File: src/rtl/card_select_ctrl.sv
// Memory-card game controller: cursor movement, pair selection, compare/hold, scoring.
// Optional miss counter output enabled by defining MISS_COUNT_EN.
module card_select_ctrl #(
    parameter int HOLD_CYCLES = 25_000_000
) (
    input  logic        clk,
    input  logic        reset,
    input  logic        btn_up,
    input  logic        btn_down,
    input  logic        btn_left,
    input  logic        btn_right,
    input  logic        btn_sel,
    input  logic [47:0] layout,
    output logic [3:0]  cursor_pos,
    output logic        cursor_en,
    output logic [15:0] face_up,
    output logic [15:0] matched,
    output logic [3:0]  score,
    output logic        busy,
    output logic        game_done
`ifdef MISS_COUNT_EN
    ,
    output logic [7:0]  misses
`endif
);

    localparam int TW = (HOLD_CYCLES > 1) ? $clog2(HOLD_CYCLES) : 1;
    localparam logic [TW-1:0] TIMER_LOAD = TW'(HOLD_CYCLES - 1);

    typedef enum logic [2:0] {
        S_PICK1   = 3'd0,
        S_PICK2   = 3'd1,
        S_COMPARE = 3'd2,
        S_SHOW    = 3'd3,
        S_DONE    = 3'd4
    } state_t;

    state_t          r_state;
    state_t          w_state_next;
    logic [3:0]      r_first;
    logic [3:0]      r_second;
    logic [TW-1:0]   r_timer;

    logic [2:0]      w_sym [16];
    logic            w_dir;
    logic            w_sel;
    logic            w_pick_ok;
    logic            w_match;
    logic            w_timer_zero;
    logic            w_cursor_en_next;
    logic            w_busy_next;
    logic            w_done_next;

    genvar gi;
    generate
        for (gi = 0; gi < 16; gi++) begin : g_sym
            assign w_sym[gi] = layout[3*gi +: 3];
        end
    endgenerate

    // A direction pulse always wins over a simultaneous select.
    assign w_dir        = btn_up | btn_down | btn_left | btn_right;
    assign w_sel        = btn_sel & ~w_dir;
    assign w_pick_ok    = w_sel & ~face_up[cursor_pos];
    assign w_match      = (w_sym[r_first] == w_sym[r_second]);
    assign w_timer_zero = (r_timer == '0);

    always_ff @(posedge clk) begin
        if (reset) begin
            r_state <= S_PICK1;
        end else begin
            r_state <= w_state_next;
        end
    end

    always_comb begin
        w_state_next = r_state;
        case (r_state)
            S_PICK1:   if (w_pick_ok) w_state_next = S_PICK2;
            S_PICK2:   if (w_pick_ok) w_state_next = S_COMPARE;
            S_COMPARE: begin
                if (w_match) begin
                    w_state_next = (score == 4'd7) ? S_DONE : S_PICK1;
                end else begin
                    w_state_next = S_SHOW;
                end
            end
            S_SHOW:    if (w_timer_zero) w_state_next = S_PICK1;
            S_DONE:    if (w_sel) w_state_next = S_PICK1;
            default:   w_state_next = S_PICK1;
        endcase
    end

    // Status flags are registered from the next state so they line up with r_state.
    always_comb begin
        w_cursor_en_next = (w_state_next == S_PICK1) || (w_state_next == S_PICK2);
        w_busy_next      = (w_state_next == S_COMPARE) || (w_state_next == S_SHOW);
        w_done_next      = (w_state_next == S_DONE);
    end

    always_ff @(posedge clk) begin
        if (reset) begin
            cursor_pos <= 4'd0;
            cursor_en  <= 1'b1;
            face_up    <= 16'd0;
            matched    <= 16'd0;
            score      <= 4'd0;
            busy       <= 1'b0;
            game_done  <= 1'b0;
            r_first    <= 4'd0;
            r_second   <= 4'd0;
            r_timer    <= '0;
`ifdef MISS_COUNT_EN
            misses     <= 8'd0;
`endif
        end else begin
            cursor_en <= w_cursor_en_next;
            busy      <= w_busy_next;
            game_done <= w_done_next;
            case (r_state)
                S_PICK1, S_PICK2: begin
                    if (btn_up) begin
                        cursor_pos[3:2] <= cursor_pos[3:2] - 2'd1;
                    end else if (btn_down) begin
                        cursor_pos[3:2] <= cursor_pos[3:2] + 2'd1;
                    end else if (btn_left) begin
                        cursor_pos[1:0] <= cursor_pos[1:0] - 2'd1;
                    end else if (btn_right) begin
                        cursor_pos[1:0] <= cursor_pos[1:0] + 2'd1;
                    end else if (w_pick_ok) begin
                        face_up[cursor_pos] <= 1'b1;
                        if (r_state == S_PICK1) begin
                            r_first <= cursor_pos;
                        end else begin
                            r_second <= cursor_pos;
                        end
                    end
                end
                S_COMPARE: begin
                    if (w_match) begin
                        matched[r_first]  <= 1'b1;
                        matched[r_second] <= 1'b1;
                        score             <= score + 4'd1;
                    end else begin
                        r_timer <= TIMER_LOAD;
`ifdef MISS_COUNT_EN
                        if (misses != 8'hFF) misses <= misses + 8'd1;
`endif
                    end
                end
                S_SHOW: begin
                    if (w_timer_zero) begin
                        face_up[r_first]  <= 1'b0;
                        face_up[r_second] <= 1'b0;
                    end else begin
                        r_timer <= r_timer - 1'b1;
                    end
                end
                S_DONE: begin
                    if (w_sel) begin
                        face_up    <= 16'd0;
                        matched    <= 16'd0;
                        score      <= 4'd0;
                        cursor_pos <= 4'd0;
`ifdef MISS_COUNT_EN
                        misses     <= 8'd0;
`endif
                    end
                end
                default: ;
            endcase
        end
    end

endmodule

File: config.mk
export PLATFORM = sky130hd
export DESIGN_NAME = card_select_ctrl
export DESIGN_NICKNAME = d
export VERILOG_FILES = /design/src/rtl/card_select_ctrl.sv
export SDC_FILE = /design/constraint.sdc
export NUM_CORES = 1
export LEC_CHECK = 0
export CORE_MARGIN = 5
export CORE_UTILIZATION = 40
export CTS_BUF_LIST = sky130_fd_sc_hd__clkbuf_8 sky130_fd_sc_hd__clkbuf_16
export CTS_CLUSTER_DIAMETER = 80
export DETAILED_ROUTE_END_ITERATION = 16
export GPL_TIMING_DRIVEN = 0
export PLACE_DENSITY = 0.65
export SLEW_MARGIN = 20
export SYNTH_ARGS = -nofsm -noshare
export SYNTH_HDL_FRONTEND = slang
export SYNTH_SLANG_ARGS = --single-unit
File: constraint.sdc
create_clock -name clk -period 4.3 [get_ports clk]
set_clock_uncertainty 0.05 [all_clocks]
set_input_delay 1.29 -clock clk [delete_from_list [all_inputs] [get_ports clk]]
set_output_delay 1.29 -clock clk [all_outputs]
set_load 0.01 [all_outputs]
==> metrics.txt <==
CP Class input port to register; vias per cell approximately 5.7; Global Route Usage Sum between 20 and 25%; final setup fails 0; final hold viol count 0; P&R area growth vs syn 31.8%; area share of fa/ha/maj cells after synthesis less than 1%; Reg clk slew, reported paths roughly 60 ps; dominant combinational cell family by area after synthesis simple AND/OR/NAND/NOR gates; Cell Chain, Critical Path clkdlybuf4s50_1, nor2_1, nand3_1, nor3_1, or2_2, buf_1, clkbuf_1, nor2_1; synth warn 0; Hold Crit Class register to register; CTS tree built; GP Congestion ~0.83; I/O Buffers 97; CP Max Fanout 10; fin. max-slew vios 0; Main synth FF type dfxtp_1; most used cell, CP nor2_1; R2R depth 9; first-pass GRT wire length 21.7 mm; Seq/Total Area, Yosys roughly a third; vias in the first global route ~4,300; Die X roughly 120 um; period utilization approximately 88%; Async S/R FF share, synth 0%; Post-synth EDFFs 0; slowest stage delay, CP 580 ps; P_leak about 2.1 nW; FP Rows 39; hold depth 2; r2r endpoint cursor_en$_SDFF_PP1_; antenna violations before repair 0; status completed; fin nets between 600 and 700; Final min period around 3800 ps; compound-cell area share of the yosys netlist between 10% and 20%; die area 13,600 sq um; Simple-Gate Fraction of Synth Area 23.4%; DR vias ~4,300; Mapped Nets approximately 560; Post-DRT Antenna Nets 0; proportion of synthesized area in mux cells about 17%; DRC errors left 0; Max clock buf depth 2; layout cells sized above 1 between 10% and 20%; Wirelength per Cell about 18 um; Clk Tree Root Cell clkbuf_16; Cells after Synth about 500; Initial Util around 40%; DRT Pass-1 Iters 5; DRT iter0 DRCs ~330; Reg2Reg Setup Slack approximately 1300 ps; Power Density between 200 and 300 nW/um^2; max_cap viols 0; Post-CTS Setup Bufs 0; required time of the critical path 4470 ps; register bit total from synthesis a little under 80; CP startpoint kind input port; antenna diode count 0; Critical Path AT between 3000 and 4000 ps; Synth Area in XOR/XNOR ~5.4%; Rel. slew slack 54.3%; nature of the critical path endpoint register; hold_ws around 410 ps; IO Pins 98; Core Area around 11,000 sq um; largest net degree at the start of global routing 15; Critical Path End matched[10]$_SDFFE_PP0P_; Layout fillers about 1,100; post-synthesis cell type count 60; final wirelength 13.5 mm; Syn Std Cell Area 4550 sq um; aggregate global routing overflow 0; Clock Sinks 79; Worst-Margin Slew 681 ps; Peak VDD IR around 0.23 mV; post-cts repair resize count 0; Crit. Startpoint btn_left; hold-fix buffer count after cts 0; worst reg2reg startpoint r_first[0]$_SDFFE_PP0P_; CP max stage cell nor3_1; H-tree levels 3; die height 117 um; number of CTS-inserted buffers 9; hpwl dp 10.3 mm; Avg Inst Size Synth 9.08 sq um; RSZ-0062 raised after global routing false; clk_lat worst skew 340 ps; f_max between 0.2 and 0.3 GHz; Setup TNS 0 ps
==> cell families (layout without fill, tap and decap cells) <==
logic type               count (synthesis)  after routing
AO/OA/AOI/OAI                          108            108
adder cells (fa/ha/maj)                  2              2
XOR/XNOR                                28             28
multiplexers                            41             41
AND/OR/NAND/NOR                        204            204
flip-flops                              79             79
buffers and inverters                   39            152
==> power by group <==
| group | switching (mW) | internal (mW) |
|---|---|---|
| sequential | 0.00512 | 0.736 |
| combinational | 0.0721 | 0.0910 |
| clock | 0.317 | 0.450 |
==> worst min path at each step <==
stage / start / end
CTS: r_timer[24]$_SDFFE_PP0P_ / r_timer[24]$_SDFFE_PP0P_
finish: r_timer[24]$_SDFFE_PP0P_ / r_timer[24]$_SDFFE_PP0P_
detailed placement: r_timer[24]$_SDFFE_PP0P_ / r_timer[24]$_SDFFE_PP0P_
global placement: r_timer[24]$_SDFFE_PP0P_ / r_timer[24]$_SDFFE_PP0P_
global route: r_timer[24]$_SDFFE_PP0P_ / r_timer[24]$_SDFFE_PP0P_
floorplan: r_timer[24]$_SDFFE_PP0P_ / r_timer[24]$_SDFFE_PP0P_
==> worst max-delay path: cells and delay by family <==
kind,cells,cell delay [ps]
simple gates,5,1430
buf+inv,3,1220
==> cells in the final DEF (no fill, tap or decap), types with 2 or more instances in the layout <==
cell / n
xor2_1: 18
nand2_1: 32
and3_1: 2
and2_2: 2
nand4_1: 5
nand3_1: 32
o21ai_0: 28
nor2_1: 62
nor3_1: 9
inv_1: 3
or3_1: 3
nor2b_1: 5
clkbuf_1: 16
xnor2_1: 10
clkinv_2: 2
nand2b_1: 13
mux4_2: 25
or2_2: 7
a21oi_1: 38
nor3b_2: 2
mux4_1: 3
o22ai_1: 18
clkbuf_16: 9
nand3b_1: 6
or4_1: 5
nor4_1: 7
o21ai_1: 4
buf_4: 2
buf_2: 9
nor3b_1: 2
dfxtp_1: 79
a22oi_1: 8
clkdlybuf4s50_1: 97
a31oi_1: 2
buf_6: 5
clkinvlp_4: 2
ha_1: 2
mux2_2: 2
mux2i_1: 10
==> stage by stage <==
step                instance area, sq um  std cells  util, %  power, mW  worst slack, ps
floorplan                           4550        501        -      0.836             1150
global placement                    5700        741     50.5      0.917              222
detailed placement                  5700        741     50.5      0.920              149
CTS                                 5990        757     53.2       1.68              499
global route                        5990        757     53.2       1.73              289
finish                              5990        757     53.2       1.67              522
==> layer usage <==
metal	up-vias	global-route usage (%)	part of all wire, %
met4	0	5.66	1.9
met5	-	0	0
met2	122	34.4	50
met3	22	6.58	6.2
li1	2064	-	-
met1	2090	24.7	42
==> area by class of cell <==
type	count	area, sq um	area share (%)
tap	143	179	2.98
sequential	79	1580	26.4
multi-input combinational	383	2760	46.0
clock inverter	7	72.6	1.21
timing repair buffer	97	971	16.2
inverter	4	15.0	0.250
clock buffer	9	225	3.76
buffer	35	193	3.21
==> flip-flops by register name (all words and copies together), names as in the netlist <==
register,flops
r_first,4
r_second,4
r_state,3
matched,16
cursor_pos,4
busy,1
cursor_en,1
game_done,1
r_timer,25
score,4
face_up,16
==> cells in the mapped netlist, types with 3 or more instances <==
| library cell | n | area share, % |
|---|---|---|
| a21oi_1 | 38 | 4.2 |
| a22oi_1 | 8 | 1.3 |
| buf_2 | 9 | 0.99 |
| buf_6 | 5 | 1.2 |
| clkbuf_1 | 16 | 1.3 |
| dfxtp_1 | 79 | 35 |
| inv_1 | 3 | 0.25 |
| mux2i_1 | 10 | 2.2 |
| mux4_1 | 3 | 1.7 |
| mux4_2 | 25 | 12 |
| nand2_1 | 32 | 2.6 |
| nand2b_1 | 13 | 1.8 |
| nand3_1 | 32 | 3.5 |
| nand3b_1 | 6 | 0.99 |
| nand4_1 | 5 | 0.69 |
| nor2_1 | 62 | 5.1 |
| nor2b_1 | 5 | 0.69 |
| nor3_1 | 9 | 0.99 |
| nor4_1 | 7 | 0.96 |
| o21ai_0 | 28 | 3.1 |
| o21ai_1 | 4 | 0.44 |
| o22ai_1 | 18 | 2.5 |
| or2_2 | 7 | 0.96 |
| or3_1 | 3 | 0.41 |
| or4_1 | 5 | 0.83 |
| xnor2_1 | 10 | 1.9 |
| xor2_1 | 18 | 3.5 |
Power figures use the tool's default switching activity.
